===== src/rtl/moving_sum3_inverse_pkg.sv =====
// Shared definitions for the 3-tap moving-sum inverse: FSM states and the default sample width.
package moving_sum3_inverse_pkg;

   localparam int DATA_W_DEFAULT = 8;

   // Priming sequence: the first two samples have fewer than two predecessors.
   typedef enum logic [1:0] {
      PRIME0 = 2'd0,
      PRIME1 = 2'd1,
      RUN    = 2'd2
   } state_t;

endpackage


===== src/rtl/moving_sum3_inverse_range.sv =====
// Range handling for a reconstructed sample: flags values outside the DATA_W signed range,
// then either clamps them (MOVING_SUM3_INVERSE_SAT_EN defined) or wraps them (default build).
module moving_sum3_inverse_range #(
   parameter int DATA_W = 8,
   parameter int IN_W   = DATA_W + 3
) (
   input  logic signed [IN_W-1:0]   value,
   output logic signed [DATA_W-1:0] result,
   output logic                     out_of_range
);

   // Largest and smallest representable DATA_W values, sign-extended to the input width.
   localparam logic signed [IN_W-1:0] MAX_V = {{(IN_W-DATA_W+1){1'b0}}, {(DATA_W-1){1'b1}}};
   localparam logic signed [IN_W-1:0] MIN_V = {{(IN_W-DATA_W+1){1'b1}}, {(DATA_W-1){1'b0}}};

   // Detect overflow and pick the stored/output value; the flag is the same in both builds.
   always_comb begin
      out_of_range = (value > MAX_V) || (value < MIN_V);
      result       = value[DATA_W-1:0];
`ifdef MOVING_SUM3_INVERSE_SAT_EN
      if (value > MAX_V)
         result = MAX_V[DATA_W-1:0];
      else if (value < MIN_V)
         result = MIN_V[DATA_W-1:0];
`endif
   end

endmodule


===== src/rtl/moving_sum3_inverse.sv =====
// Inverse of a 3-tap moving sum: x[n] = y[n] - x[n-1] - x[n-2], with a one-deep output
// register and valid/ready handshakes. Optional clamping via MOVING_SUM3_INVERSE_SAT_EN.
module moving_sum3_inverse
   import moving_sum3_inverse_pkg::*;
#(
   parameter  int DATA_W = DATA_W_DEFAULT,
   localparam int SUM_W  = DATA_W + 2
) (
   input  logic                     system1000,
   input  logic                     system1000_rstn,
   input  logic                     clear,
   input  logic                     in_valid,
   input  logic signed [SUM_W-1:0]  in_sum,
   output logic                     in_ready,
   output logic                     out_valid,
   output logic signed [DATA_W-1:0] out_data,
   input  logic                     out_ready,
   output logic                     sat_flag
);

   localparam int EXT = SUM_W + 1 - DATA_W;

   state_t                    state, state_next;
   logic signed [DATA_W-1:0]  h0, h1, res;
   logic signed [SUM_W:0]     y_ext, h0_ext, h1_ext, diff;
   logic                      ovf, accept;

   // Output register frees up when empty or being read; clear blocks new input that cycle.
   assign in_ready = (!out_valid || out_ready) && !clear;
   assign accept   = in_valid && in_ready;

   assign y_ext  = {in_sum[SUM_W-1], in_sum};
   assign h0_ext = {{EXT{h0[DATA_W-1]}}, h0};
   assign h1_ext = {{EXT{h1[DATA_W-1]}}, h1};

   // Subtract only the history that exists so far; one extra bit avoids overflow.
   always_comb begin
      diff = y_ext;
      case (state)
         PRIME1:  diff = y_ext - h0_ext;
         RUN:     diff = y_ext - h0_ext - h1_ext;
         default: diff = y_ext;
      endcase
   end

   moving_sum3_inverse_range #(.DATA_W(DATA_W), .IN_W(SUM_W + 1)) u_range (
      .value        (diff),
      .result       (res),
      .out_of_range (ovf)
   );

   // Next state: clear re-primes, each accepted sample advances one step.
   always_comb begin
      state_next = state;
      if (clear)
         state_next = PRIME0;
      else if (accept) begin
         case (state)
            PRIME0:  state_next = PRIME1;
            PRIME1:  state_next = RUN;
            default: state_next = RUN;
         endcase
      end
   end

   // State register.
   always_ff @(posedge system1000 or negedge system1000_rstn) begin
      if (!system1000_rstn)
         state <= PRIME0;
      else
         state <= state_next;
   end

   // History, output register and sticky flag; a pending output still drains during clear.
   always_ff @(posedge system1000 or negedge system1000_rstn) begin
      if (!system1000_rstn) begin
         h0        <= '0;
         h1        <= '0;
         out_valid <= 1'b0;
         out_data  <= '0;
         sat_flag  <= 1'b0;
      end else begin
         if (out_valid && out_ready)
            out_valid <= 1'b0;
         if (clear) begin
            h0       <= '0;
            h1       <= '0;
            sat_flag <= 1'b0;
         end else if (accept) begin
            out_data  <= res;
            out_valid <= 1'b1;
            h1        <= h0;
            h0        <= res;
            if (ovf)
               sat_flag <= 1'b1;
         end
      end
   end

endmodule


===== config.mk =====
export PLATFORM = sky130hd
export DESIGN_NAME = moving_sum3_inverse
export DESIGN_NICKNAME = d
export VERILOG_FILES = /design/src/rtl/moving_sum3_inverse_pkg.sv /design/src/rtl/moving_sum3_inverse_range.sv /design/src/rtl/moving_sum3_inverse.sv
export SDC_FILE = /design/constraint.sdc
export NUM_CORES = 1
export LEC_CHECK = 0
export ABC_CLOCK_PERIOD_IN_PS = 4300
export CAP_MARGIN = 10
export CORE_ASPECT_RATIO = 1.25
export CORE_MARGIN = 2
export CORE_UTILIZATION = 43
export DETAILED_ROUTE_END_ITERATION = 7
export PLACE_DENSITY_LB_ADDON = 0.12
export SETUP_SLACK_MARGIN = 0.02
export SYNTH_ARGS = -nofsm -noshare
export SYNTH_HDL_FRONTEND = slang
export SYNTH_SLANG_ARGS = --single-unit

===== constraint.sdc =====
create_clock -name system1000 -period 4.3 [get_ports system1000]
set_clock_uncertainty 0.2 [all_clocks]
set_input_delay 0.86 -clock system1000 [delete_from_list [all_inputs] [get_ports system1000]]
set_output_delay 0.86 -clock system1000 [all_outputs]
set_load 0.02 [all_outputs]

==> impl_results.md, run 1 <==
- Clock insertion delay at the later pin of the skew report: 0.28 ns
- Kind of end point of the critical path: flip-flop
- First-pass GRT wire length: 12,100 µm
- M1 WL: 2890 µm
- Final worst slack: -0.143 ns
- Unrepaired setup endpoints after global routing: true
- Hold slack: 0.292 ns
- Die width: 70.2 µm
- Antenna-violating nets left: 0
- Fraction of layout cells with a size suffix above 1: 0.291
- Final nets: 400
- Peak VDD IR: 0.000289 V
- Post-Syn Area per Cell: 8.39 µm²
- GP Congestion: 0.927
- Worst endpoint required time: 4.26 ns
- Headroom to the max-slew limit: 0.279
- Largest net degree at the start of global routing: 24
- Vias per cell: 5.67
- Pre-CTS setup slack: -0.994 ns
- Mapped cell area: 0.00236 mm²
- CTS H-tree depth: 1
- CP Launch Type: input pin
- Critical path class: input pin to flip-flop
- Leak: 1.51 nW
- Met2 wire len: 3690 µm
- Drt total wl: 7300 µm
- PortBufs: 25
- Maxcap violations: 0
- Drt first-iter violations: 95
- Root buffer cell: clkbuf_8
- F_max: 0.225 GHz
- GRT Util Overall: 0.250
- Die ar.: 0.00609 mm²
- Total number of vias: 2,393
- Max FO, Critical Path: 2
- Initial core utilization: 0.439
- DP Wirelength: 5540 µm
- Post-synth top area cell: dfrtp_1
- Max clock buf depth: 2
- Crit share post-route: 1.03
- Vias in the first global route: 2,518
- Final min period: 4.44 ns
- CTS tree: yes
- CTS sink count: 28
- Final hold viol count: 0
- Num CTS Buffers: 3
- Share of the synthesized area in the top cell type: 0.297
- Status: finished with violations
- Power per standard cell area: 437 mW/mm²
- Synth Flop Type: dfrtp_1
- Placed Cells: 415
- Most frequent cell after synthesis: nand2_1
- Fin. max-slew vios: 0
- Worst path arrival time: 4.41 ns
- Clk slew on worst S/H paths: 0.10 ns
- Chip Height: 86.8 µm
- Yosys warning total: 0
- Failing checks: negative setup slack
- N_diodes: 0
- Core footprint: 0.00537 mm²
- Uppermost routed layer: met4
- Site Rows: 30
- Async SR Flop Fraction: 1.00
- Seq/Total Area, Yosys: 0.297
- Final non-filler cell total: 422
- Post-Syn Nets: 321
- Met3 WL: 351 µm
- Distinct cells, synth: 52
- Tightest Pin Transition: 1.08 ns
- # IOs: 26
- Final setup fails: 1
- Seq cells post-synth: 28
- WL per Instance: 17.3 µm
- Initial antenna violation count: 0
- First-pass DRT Iterations: 4
- Total grt overflow: 0
- Commonest cells post-synth: nand2_1 (42), dfrtp_1 (28), inv_1 (26)
- Synth-to-Final Area Change: 40.7%
- Post-synth EDFFs: 0
- Top post-synthesis cells by area: dfrtp_1 (30%), ha_1 (12%), nand2_1 (6.7%)
- DR DRC count: 0
- Hold Path Class: flip-flop to flip-flop
- Cells after Synth: 281
layer usage:
metal / track usage / vias to the layer above
li1: - / 1169
met1: 0.296 / 1130
met2: 0.461 / 71
met3: 0.0186 / 23
met4: 0.108 / 0
met5: 0 / -
worst max-delay path, stage by stage:
cell and delay (ns):
buf_12 0.09, inv_12 0.03, ha_4 0.16, fa_2 0.37, nand2b_4 0.17, a21oi_4 0.14
o21ai_2 0.09, a21oi_2 0.17, xor2_1 0.10, ha_2 0.18, or4_4 0.41, or3_4 0.35
nor2_2 0.10, a2bb2oi_2 0.20, mux2_1 0.36, nor3_1 0.20, o211ai_1 0.17, o211a_1 0.26
placed cells by master (no fill, tap or decap), types with 4 or more instances in the layout:
| master | count |
|---|---|
| buf_4 | 60 |
| nand2_1 | 42 |
| dfrtp_1 | 28 |
| inv_1 | 25 |
| clkdlybuf4s50_1 | 16 |
| nor2_1 | 15 |
| ha_1 | 11 |
| o21ai_0 | 9 |
| xnor2_1 | 9 |
| a21oi_1 | 8 |
| o31ai_1 | 8 |
| ha_4 | 8 |
| a21o_1 | 7 |
| or3_1 | 7 |
| o211ai_1 | 7 |
| nor3_1 | 6 |
| nor2b_1 | 5 |
| o21a_1 | 4 |
| nand3_1 | 4 |
| a221oi_1 | 4 |
| ha_2 | 4 |
cell type report:
type	instances	area (µm²)
clock buffer	3	41.3
fill	476	2050
inverter	26	110
multi-input combinational	216	1690
sequential	28	701
tap	64	80.1
timing repair buffer	85	694
logic make-up after synthesis:
family | share of synthesized area
XOR/XNOR | 0.0446
AO/OA/AOI/OAI | 0.248
AND/OR/NAND/NOR | 0.203
multiplexers | 0.00902
adder cells (fa/ha/maj) | 0.139
buffers and inverters | 0.0594
flip-flops | 0.297
power by group:
| group | switching (mW) | leakage (nW) | internal, mW | total (mW) |
|---|---|---|---|---|
| sequential | 0.0259 | 0.369 | 0.302 | 0.328 |
| combinational | 0.491 | 1.12 | 0.484 | 0.975 |
| clock | 0.0840 | 0.0216 | 0.0630 | 0.147 |
| total | 0.601 | 1.51 | 0.849 | 1.45 |
repair_timing:
item	in CTS	in global routing
buffers inserted	2	2
hold buffers	0	0
resized for setup	43	6
pin swaps	19	12
endpoints found under the hold margin	0	0
endpoints found under the setup margin	3	1
flip-flops by register name (all words and copies together), names as in the netlist:
signal and cells:
h0 8, h1 8, out_data 8, out_valid 1, sat_flag 1, state 2
path summary, 6_finish.rpt:
check	startpoint	endpoint	slack [ns]	cells past startpoint
max	in_sum[0]	sat_flag	-0.14	18
min reg2reg	out_data[4]	out_data[4]	0.29	2
max reg2reg	h0[3]	sat_flag	0.03	16
min	out_data[4]	out_data[4]	0.29	2
max in group asynchronous	system1000_rstn	state[1]	2.26	2
min in group asynchronous	system1000_rstn	out_data[4]	0.95	1
per-stage QoR:
stage | TNS, ns | util | instance area [µm²] | power [mW]
final | -0.143 | 0.618 | 3320 | 1.45
after global routing | -0.322 | 0.618 | 3320 | 1.55
after CTS | -0.150 | 0.610 | 3280 | 1.42
after detailed placement | -2.52 | 0.583 | 3130 | 1.24
after global placement | -2.13 | 0.583 | 3130 | 1.23
after floorplan | -0.178 | - | 2420 | 0.868
Power figures use the tool's default switching activity.
==> inputs of run 2 (changes only) <==
--- a/config.mk
+++ b/config.mk
@@ -8,8 +8,8 @@
 export ABC_CLOCK_PERIOD_IN_PS = 4300
 export CAP_MARGIN = 10
 export CORE_ASPECT_RATIO = 1.25
-export CORE_MARGIN = 2
 export CORE_UTILIZATION = 43
+export CTS_CLUSTER_SIZE = 25
 export DETAILED_ROUTE_END_ITERATION = 7
 export PLACE_DENSITY_LB_ADDON = 0.12
 export SETUP_SLACK_MARGIN = 0.02
==> run 2 against run 1 <==
The flow still finishes with violations (negative setup slack); worst hold slack lost 0.0032 ns; worst setup slack worse by 0.039 ns; clock power barely moved; global-route usage is 0.56 points higher; critical path type unchanged; highest routed layer unchanged.
==> impl_results.md, run 2 (synthesis results as in run 1) <==
- Core footprint: 0.00519 mm² (-3.3%)
- N_diodes: 0 (unchanged)
- First-pass DRT Iterations: 4 (unchanged)
- Crit-path most repeated cell: a31oi_4
- Total number of vias: 2,401 (+0.33%)
- DR DRC count: 0 (unchanged)
- Final nets: 400 (unchanged)
- Hold Path Class: flip-flop to flip-flop
- CTS tree: yes
- Fraction of layout cells with a size suffix above 1: 0.307 (+0.0168)
- Maxcap violations: 0 (unchanged)
- Worst path arrival time: 4.45 ns (+0.04 ns)
- CP Launch Type: input pin
- GP Congestion: 0.916 (-1.2%)
- CTS sink count: 28 (unchanged)
- Vias in the first global route: 2,274 (-9.7%)
- Placed Cells: 409 (-1.4%)
- Worst endpoint required time: 4.27 ns (about the same)
- Clk slew on worst S/H paths: 0.09 ns (about the same)
- Drt total wl: 7090 µm (-2.8%)
- # hold bufs at CTS: 0 (unchanged)
- WL per Instance: 16.9 µm (-2.3%)
- Die width: 68.2 µm (-2.8%)
- Peak VDD IR: 0.000268 V (-7.3%)
- Final min period: 4.48 ns (+0.0391 ns)
- Die ar.: 0.00578 mm² (-5.1%)
- # IOs: 26 (unchanged)
- Crit-path cells: buf_4 -> ha_4 -> nor2b_4 -> o2111ai_4 -> a31oi_4 -> a31oi_4 -> xnor2_2 -> ha_2 -> or4_4 -> or3_4 -> o211ai_2 -> a2bb2oi_4 -> o32ai_2 -> o21bai_1 -> or4b_1 -> o211a_1
- Chip Height: 84.8 µm (-2.3%)
- Leak: 1.52 nW (+0.73%)
- Final non-filler cell total: 420 (-0.47%)
- Final worst slack: -0.182 ns (-0.0391 ns)
- DP Wirelength: 5260 µm (-5.0%)
- Fin. max-slew vios: 0 (unchanged)
- Crit share post-route: 1.04 (+0.00910)
- Most common cell after layout, fill and taps aside: buf_4
- Kind of end point of the critical path: flip-flop
- Finished layout cell area: 0.00338 mm² (+2.0%)
- Commonest cells after routing, fill and taps aside: buf_4 (60), nand2_1 (42), dfrtp_1 (28)
- Initial antenna violation count: 0 (unchanged)
- Vias per cell: 5.72 (+0.81%)
- Status: finished with violations
- Critical path class: input pin to flip-flop
- Largest net degree at the start of global routing: 29 (+21%)
- Root buffer cell: clkbuf_8
- Tightest Pin Transition: 0.614 ns (-0.464 ns)
- Initial core utilization: 0.454 (+0.0151)
- Antenna-violating nets left: 0 (unchanged)
- Dpl cell area: 0.00310 mm² (-1.0%)
- Synth-to-Final Area Change: 43.5%
- Site Rows: 29 (-3.3%)
- Unrepaired setup endpoints after global routing: true
- F_max: 0.223 GHz (-0.87%)
- Max clock buf depth: 2 (unchanged)
- Headroom to the max-slew limit: 0.589 (+0.310)
- Total grt overflow: 0 (unchanged)
- First-pass GRT wire length: 11,000 µm (-8.9%)
- PortBufs: 25 (unchanged)
- Crit-path max cell delay: 0.53 ns (+0.12 ns)
- Clock insertion delay at the later pin of the skew report: 0.28 ns (about the same)
- Final setup fails: 1 (unchanged)
- Final hold viol count: 0 (unchanged)
- Power per standard cell area: 440 mW/mm² (+0.68%)
- Crit-path slowest cell: or4_4
- Failing checks: negative setup slack
- GRT Util Overall: 0.255 (+0.00558)
- Max FO, Critical Path: 2 (unchanged)
- Drt first-iter violations: 117 (+23%)
- CTS H-tree depth: 1 (unchanged)
- Num CTS Buffers: 3 (unchanged)
- Top flop regs: h0: 8 flops, h1: 8 flops, out_data: 8 flops
- Fillcell total: 433 (-9.0%)
==> run 2: path summary, 6_finish.rpt <==
check                                     start     endpoint  slack (ns)  cells past startpoint
worst max-delay path                  in_sum[1]     sat_flag       -0.18                     16
worst min-delay path                out_data[1]  out_data[1]        0.29                      2
worst max register to register            h0[3]     sat_flag       -0.01                     16
worst min register to register      out_data[1]  out_data[1]        0.29                      2
max in group asynchronous       system1000_rstn     sat_flag        2.87                      2
min in group asynchronous       system1000_rstn    out_valid        0.76                      2
==> run 2: critical path, delay by kind of cell <==
family	cells	cell delay (ns)
AND/OR/NAND/NOR	4	1.58
AO/OA/AOI/OAI	8	1.27
adder cells (fa/ha/maj)	2	0.45
XOR/XNOR	1	0.16
buffers and inverters	1	0.13
==> run 2: final cells by class <==
cell class / count / area, µm² / share of cell area
timing repair buffer: 85 / 689 / 0.204
tap: 62 / 77.6 / 0.0229
multi-input combinational: 216 / 1760 / 0.521
sequential: 28 / 701 / 0.207
inverter: 26 / 110 / 0.0325
clock buffer: 3 / 41.3 / 0.0122
==> run 2: per-layer routing <==
| layer | wire, µm | track usage | share of wire | up-vias |
|---|---|---|---|---|
| li1 | - | - | - | 1167 |
| met1 | 2990 | 0.310 | 0.42 | 1169 |
| met2 | 3730 | 0.458 | 0.53 | 52 |
| met3 | 232 | 0.0245 | 0.033 | 13 |
| met4 | 137 | 0.0758 | 0.019 | 0 |
| met5 | 0 | 0 | 0 | - |
==> run 2: metrics by stage <==
stage                     total power [mW]  hold slack (ns)  TNS, ns  setup slack [ns]  utilization
after floorplan                      0.868            0.268   -0.178            -0.178            -
after global routing                  1.59            0.306   -0.291            -0.291        0.652
after CTS                             1.42            0.294   -0.181            -0.181        0.627
final                                 1.49            0.288   -0.182            -0.182        0.652
after global placement                1.22            0.263    -2.88            -0.887        0.597
after detailed placement              1.24            0.266    -3.05            -0.966        0.597
==> run 2: power by group <==
group          switching (mW)  internal (mW)
clock                  0.0828         0.0631
combinational           0.503          0.511
sequential             0.0261          0.302
==> run 2: what timing repair did <==
item	in CTS	in global routing
pin swaps	21	23
endpoints found under the setup margin	7	1
resized for setup	37	23
setup buffers	3	5
hold endpoints to repair	0	0
